===== src/rtl/button_conditioner.sv =====
// -----------------------------------------------------------------------------
// button_conditioner
//
// Purpose:
//   Turns raw, bouncy, asynchronous push-button pins into clean debounced
//   levels and single-cycle press/release strobes. Each channel is handled
//   independently:
//     raw pin -> polarity normalisation -> 2-flop synchronizer
//             -> counter debouncer -> registered press/release edge strobes
//
// Ports:
//   clk            in   1         system clock, all state on the rising edge
//   sync_reset     in   1         synchronous, active-high reset
//   raw_in         in   CHANNELS  asynchronous raw button pins
//   level_out      out  CHANNELS  debounced level, 1 = pressed
//   press_pulse    out  CHANNELS  one-cycle strobe on debounced 0->1
//                                 (plus auto-repeat strobes when enabled)
//   release_pulse  out  CHANNELS  one-cycle strobe on debounced 1->0
//   any_level      out  1         OR of level_out
//
// Build option:
//   BUTTON_CONDITIONER_REPEAT_EN - when defined, a held button produces extra
//   press_pulse strobes REPEAT_DELAY cycles after the original press and then
//   every REPEAT_PERIOD cycles until released. When undefined, the REPEAT_*
//   parameters have no effect and each press yields exactly one strobe.
// -----------------------------------------------------------------------------
module button_conditioner #(
    parameter int   CHANNELS        = 4,
    parameter int   DEBOUNCE_CYCLES = 500000,
    parameter logic ACTIVE_LOW      = 1'b1,
    parameter int   REPEAT_DELAY    = 25000000,
    parameter int   REPEAT_PERIOD   = 10000000
) (
    input  logic                clk,
    input  logic                sync_reset,
    input  logic [CHANNELS-1:0] raw_in,
    output logic [CHANNELS-1:0] level_out,
    output logic [CHANNELS-1:0] press_pulse,
    output logic [CHANNELS-1:0] release_pulse,
    output logic                any_level
);

    localparam int              CNT_W   = $clog2(DEBOUNCE_CYCLES + 1);
    localparam logic [CNT_W-1:0] DB_LAST = CNT_W'(DEBOUNCE_CYCLES - 1);

    if (CHANNELS < 1 || DEBOUNCE_CYCLES < 1 || REPEAT_DELAY < 1 || REPEAT_PERIOD < 1) begin : g_bad_params
        $error("button_conditioner: all size/timing parameters must be >= 1");
    end

    // Normalised input: 1 always means "pressed", whatever the board wiring.
    logic [CHANNELS-1:0] w_norm;
    assign w_norm = raw_in ^ {CHANNELS{ACTIVE_LOW}};

    // ---- stage: two-flop synchronizer ----
    logic [CHANNELS-1:0] r_sync1;
    logic [CHANNELS-1:0] r_sync2;

    always_ff @(posedge clk) begin
        if (sync_reset) begin
            r_sync1 <= '0;
            r_sync2 <= '0;
        end else begin
            r_sync1 <= w_norm;
            r_sync2 <= r_sync1;
        end
    end

    // ---- stage: per-channel debouncer and edge strobes ----
    for (genvar gi = 0; gi < CHANNELS; gi++) begin : g_ch
        logic             r_level;
        logic             r_press;
        logic             r_release;
        logic [CNT_W-1:0] r_db_cnt;
        logic             w_differs;
        logic             w_settled;
        logic             w_new_press;

        // The synchronized input disagrees with the debounced level; once it
        // has done so for DEBOUNCE_CYCLES consecutive samples the level flips.
        assign w_differs   = r_sync2[gi] != r_level;
        assign w_settled   = w_differs && (r_db_cnt == DB_LAST);
        assign w_new_press = w_settled && r_sync2[gi];

        always_ff @(posedge clk) begin
            if (sync_reset) begin
                r_level   <= 1'b0;
                r_release <= 1'b0;
                r_db_cnt  <= '0;
            end else begin
                // Strobe is registered on the same edge the level flips, so it
                // is high exactly in the first cycle the new level is visible.
                r_release <= w_settled && !r_sync2[gi];
                if (!w_differs) begin
                    // Any return to the current level discards a partial count.
                    r_db_cnt <= '0;
                end else if (w_settled) begin
                    r_level  <= r_sync2[gi];
                    r_db_cnt <= '0;
                end else begin
                    r_db_cnt <= r_db_cnt + CNT_W'(1);
                end
            end
        end

`ifdef BUTTON_CONDITIONER_REPEAT_EN
        localparam int REP_MAX = (REPEAT_DELAY > REPEAT_PERIOD) ? REPEAT_DELAY : REPEAT_PERIOD;
        localparam int REP_W   = $clog2(REP_MAX + 1);
        localparam logic [REP_W-1:0] DELAY_LAST  = REP_W'(REPEAT_DELAY - 1);
        localparam logic [REP_W-1:0] PERIOD_LAST = REP_W'(REPEAT_PERIOD - 1);

        logic [REP_W-1:0] r_rep_cnt;
        logic             r_rep_periodic;   // 0: waiting for first repeat, 1: periodic
        logic             w_held;
        logic             w_rep_fire;

        // A channel whose level is about to drop this edge is no longer held,
        // so a release never coincides with a repeat strobe.
        assign w_held     = r_level && !w_settled;
        assign w_rep_fire = w_held &&
                            (r_rep_cnt == (r_rep_periodic ? PERIOD_LAST : DELAY_LAST));

        always_ff @(posedge clk) begin
            if (sync_reset) begin
                r_press        <= 1'b0;
                r_rep_cnt      <= '0;
                r_rep_periodic <= 1'b0;
            end else begin
                r_press <= w_new_press || w_rep_fire;
                if (w_held) begin
                    if (w_rep_fire) begin
                        r_rep_cnt      <= '0;
                        r_rep_periodic <= 1'b1;
                    end else begin
                        r_rep_cnt <= r_rep_cnt + REP_W'(1);
                    end
                end else begin
                    // Covers the original press (count starts from the pulse)
                    // and release (count abandoned immediately).
                    r_rep_cnt      <= '0;
                    r_rep_periodic <= 1'b0;
                end
            end
        end
`else
        always_ff @(posedge clk) begin
            if (sync_reset) begin
                r_press <= 1'b0;
            end else begin
                r_press <= w_new_press;
            end
        end
`endif

        assign level_out[gi]     = r_level;
        assign press_pulse[gi]   = r_press;
        assign release_pulse[gi] = r_release;
    end

    assign any_level = |level_out;

endmodule


===== config.mk =====
export PLATFORM = sky130hd
export DESIGN_NAME = button_conditioner
export DESIGN_NICKNAME = d
export VERILOG_FILES = /design/src/rtl/button_conditioner.sv
export SDC_FILE = /design/constraint.sdc
export NUM_CORES = 1
export LEC_CHECK = 0
export ABC_AREA = 1
export BUFFER_PORTS_ARGS = -buffer_cell sky130_fd_sc_hd__clkbuf_2
export CAP_MARGIN = 0
export CORE_ASPECT_RATIO = 1.2
export CORE_MARGIN = 2
export CORE_UTILIZATION = 60
export DETAILED_ROUTE_END_ITERATION = 6
export HOLD_SLACK_MARGIN = 0.15
export PLACE_DENSITY = 0.88
export SYNTH_ARGS = -nofsm -noshare
export SYNTH_HDL_FRONTEND = slang
export SYNTH_SLANG_ARGS = --single-unit

===== constraint.sdc =====
create_clock -name clk -period 2.85 [get_ports clk]
set_clock_uncertainty 0.05 [all_clocks]
set_input_delay 0.57 -clock clk [delete_from_list [all_inputs] [get_ports clk]]
set_output_delay 0.57 -clock clk [all_outputs]
set_load 0.05 [all_outputs]

* Word-level counts from Yosys, hierarchy flattened
Index checks and enable logic that the tools add are counted.
Operators by class: shift operators 0, add/subtract/negate cells 4, bitwise operators 5, reduce and logical (&&, ||, !) cells 25, muxes and demuxes 0, equal/unequal tests 8, magnitude comparators 0, multiply operators 0, div/mod/pow operators 0
Operators by type and width (count):
- 19-bit by 1-bit adder with 19-bit output (second input constant) | 4
- 19-bit equality test (second input constant) | 4
- 1-bit logical AND | 12
- 3-bit OR reduction | 4
- 2-bit AND reduction | 4
- 1-bit logical NOT | 4
- 1-bit != test | 4
- 1-bit inverter | 4
- 4-bit inverter | 1
- 4-bit OR reduction | 1
Word-level totals: logic and storage cells 60, bits in read-only memories 0, bits in registers 96, RAM bits 0, bits in latches 0, memories 0

* Longest topological paths before layout
word-level depth 3, mapped depth 9

* Worst setup path before layout
No wires, ideal clock.
path type register to output, from register g_ch[2].r_level, to output any_level, slack 1137 ps, buffers on the path 0, arrival 1093 ps, cell stages (with the launch flop) 2, cell sequence dfxtp_1 > or4_1
Between the ends: longest elaborated chain between the ends 1
RTL lines:
- from (decl) | RTL line 70 | logic r_level;
- from (signal assigned) | RTL line 97 | r_level <= r_sync2[gi];
- 4-bit OR reduction | RTL line 159 | assign any_level = |level_out;
- to (decl) | RTL line 40 | output logic any_level
Every way passes these cells.

* Final worst setup path
Same ends and word-level chain as after synthesis.

==> out/metrics.cfg <==
[timing]
fin_crit_ns = 2.139
finalHoldViolations = 0
finalCritPeriodShare = 0.7506
max_clock_freq_mhz = 467.5
tightest_slew_ns = 0.4227
rsz0062_at_grt = no
slew_viol_final = 0
finalHoldWorstSlack_ns = 0.3007
finalSetupViolations = 0
slew-limit-headroom = 0.7160
finalSetupTns_ns = 0
fin_ws_ns = 0.7108

[global_route]
use_met3 = 0.04727
gr-usage-met2 = 0.3972
grt-ovfl-total = 0
antenna_found_initial = 0
grt_pass1_vias = 3838
grt_pass1_wl_um = 15500
grt_max_degree = 20
grtUsageTotal = 0.2181
use_met1 = 0.2421
grt_busiest_layer = met2

[finish]
final_nets = 688
synthToLayoutAreaGrowth_pct = 4.801
multiInputGateArea_um2 = 2404
fillCellCount = 625
final_cell_mix = nor2_1 (156), nand2_1 (134), dfxtp_1 (96)
layout_commonest_cell = nor2_1
seqCellArea_um2 = 1922
diodes = 0
drive_above_1_share = 0.1142
finalInstanceArea_um2 = 4999

[worst_setup_path]
crit_fanout = 5
end_kind = output port
r2r-end = g_ch[2].r_db_cnt[18]
regToRegSetupSlack_ns = 1.19
start_kind = flop
crit_required_ns = 2.23
worstSetupStartpoint = g_ch[2].r_level
crit_arrival_ns = 1.52
worstRegToRegCells = 8
rr_startpoint = g_ch[2].r_db_cnt[0]
crit_end = any_level
critPathKind = reg2out

[detailed_routing]
num_vias = 4007
ant_nets = 0
first_iter_violations = 143
vias_per_cell = 5.170
drtPass1Iterations = 5
drc = 0
drt-total-wl_um = 8994
wl_per_cell_um = 11.61

[clocking]
cts_setup_buffers = 0
cts_buffers = 9
cts_tree = done
htree_levels = 3
cts_buffer_depth = 2
clk_latency_ns = 0.37
ctsHoldBuffers = 0
ctsResizeCount = 0
clkTransAtPathRegs_ns = 0.09
clock_sinks = 96
root_buffer = clkbuf_8

[power]
ir_drop_mv = 0.3802
p_leak_nw = 1.608
p_per_area_nw_per_um2 = 441.3

[yosys]
netlist_area_um2 = 4770
synth_cells = 667
ys_types = 29
yosysSeqAreaShare = 0.4029
synth_warnings = 0
synth_fp_nets = 677
ys_seq_elements = 96
synth_area_per_cell_um2 = 7.151

[floorplanning]
start_util = 0.6188
coreArea_um2 = 7707
die_w_um = 85.39
die_height_um = 101.7
ios = 19
fp.dieArea_um2 = 8682
row_count = 35

[status]
status = complete, no violations

[hold_path]
hold_class = in2reg

[placed_design]
port_buffers = 18
dpl-instance-area_um2 = 4820
dpl.hpwl_um = 6647
gp_congestion = 0.8925
pre_cts_ws_ns = 0.9015

[flow_run]
cap_violations = 0

==> layer usage <==
| metal | up-vias | part of all wire | wire length (um) |
|---|---|---|---|
| li1 | 2070 | - | - |
| met5 | - | 0 | 0 |
| met2 | 84 | 0.50 | 4506 |
| met4 | 0 | 0.016 | 142 |
| met3 | 15 | 0.041 | 372 |
| met1 | 1838 | 0.44 | 3973 |
==> report_power, final <==
part / switching, mW / internal, mW
clock: 0.498 / 0.324
sequential: 0.00546 / 1.35
combinational: 0.0219 / 0.00904
total: 0.526 / 1.68
==> critical path, cell delays in order, from the launching register on <==
cell      delay, ns
dfxtp_1        0.38
or4_1          0.53
clkbuf_2       0.26
==> how the worst min path moves through the flow <==
| stage | start | end | slack (ns) | cells past startpoint |
|---|---|---|---|---|
| 6_report | raw_in[2] | r_sync1[2] | 0.30 | 2 |
| 5_1_grt | raw_in[2] | r_sync1[2] | 0.29 | 2 |
| 4_1_cts | raw_in[2] | r_sync1[2] | 0.29 | 2 |
| 3_5_place_dp | r_sync1[1] | r_sync2[1] | 0.35 | 2 |
| 3_3_place_gp | r_sync1[1] | r_sync2[1] | 0.34 | 2 |
| 2_1_floorplan | r_sync1[0] | r_sync2[0] | 0.34 | 2 |
==> logic make-up after synthesis <==
family | Yosys count | share of synthesized area
DFF | 96 | 0.4029
AOI/OAI and AO/OA | 21 | 0.02204
adders and majority gates | 4 | 0.01049
and+or+nand+nor | 401 | 0.3796
xor gates and xnor gates | 50 | 0.09182
buffers and inverters | 95 | 0.09312
==> layout make-up <==
type,instances,share of cell area
multi-input combinational,476,0.4809
sequential,96,0.3845
inverter,77,0.05782
clock buffer,9,0.02478
tap,92,0.02303
timing repair buffer,18,0.01802
clock inverter,7,0.01101
==> sequential cells by signal, summed over array words and instances (netlist names) <==
| name | cells |
|---|---|
| g_ch.r_level | 4 |
| g_ch.r_db_cnt | 76 |
| r_sync2 | 4 |
| g_ch.r_release | 4 |
| g_ch.r_press | 4 |
| r_sync1 | 4 |
==> synth_stat cells (all sizes together) <==
library cell    n  share of area
or4             1         0.0016
xnor2          17          0.031
nand2         141           0.12
nand4          19          0.025
inv            77          0.061
ha              4          0.010
nand3          45          0.057
xor2           33          0.061
nor3            8         0.0084
dfxtp          96           0.40
a21oi          14          0.015
buf            17          0.032
or2             4         0.0052
o21ai           7         0.0073
nor2          181           0.16
clkbuf          1        0.00079
nand3b          2         0.0058
==> metrics by stage <==
step / power (mW) / instances / utilization
finish: 2.206 / 775 / 0.6485
global route: 2.283 / 775 / 0.6485
CTS: 2.226 / 775 / 0.6485
detailed placement: 1.415 / 759 / 0.6253
global placement: 1.413 / 759 / 0.6253
floorplan: 1.409 / 667 / -
Power figures use the tool's default switching activity.
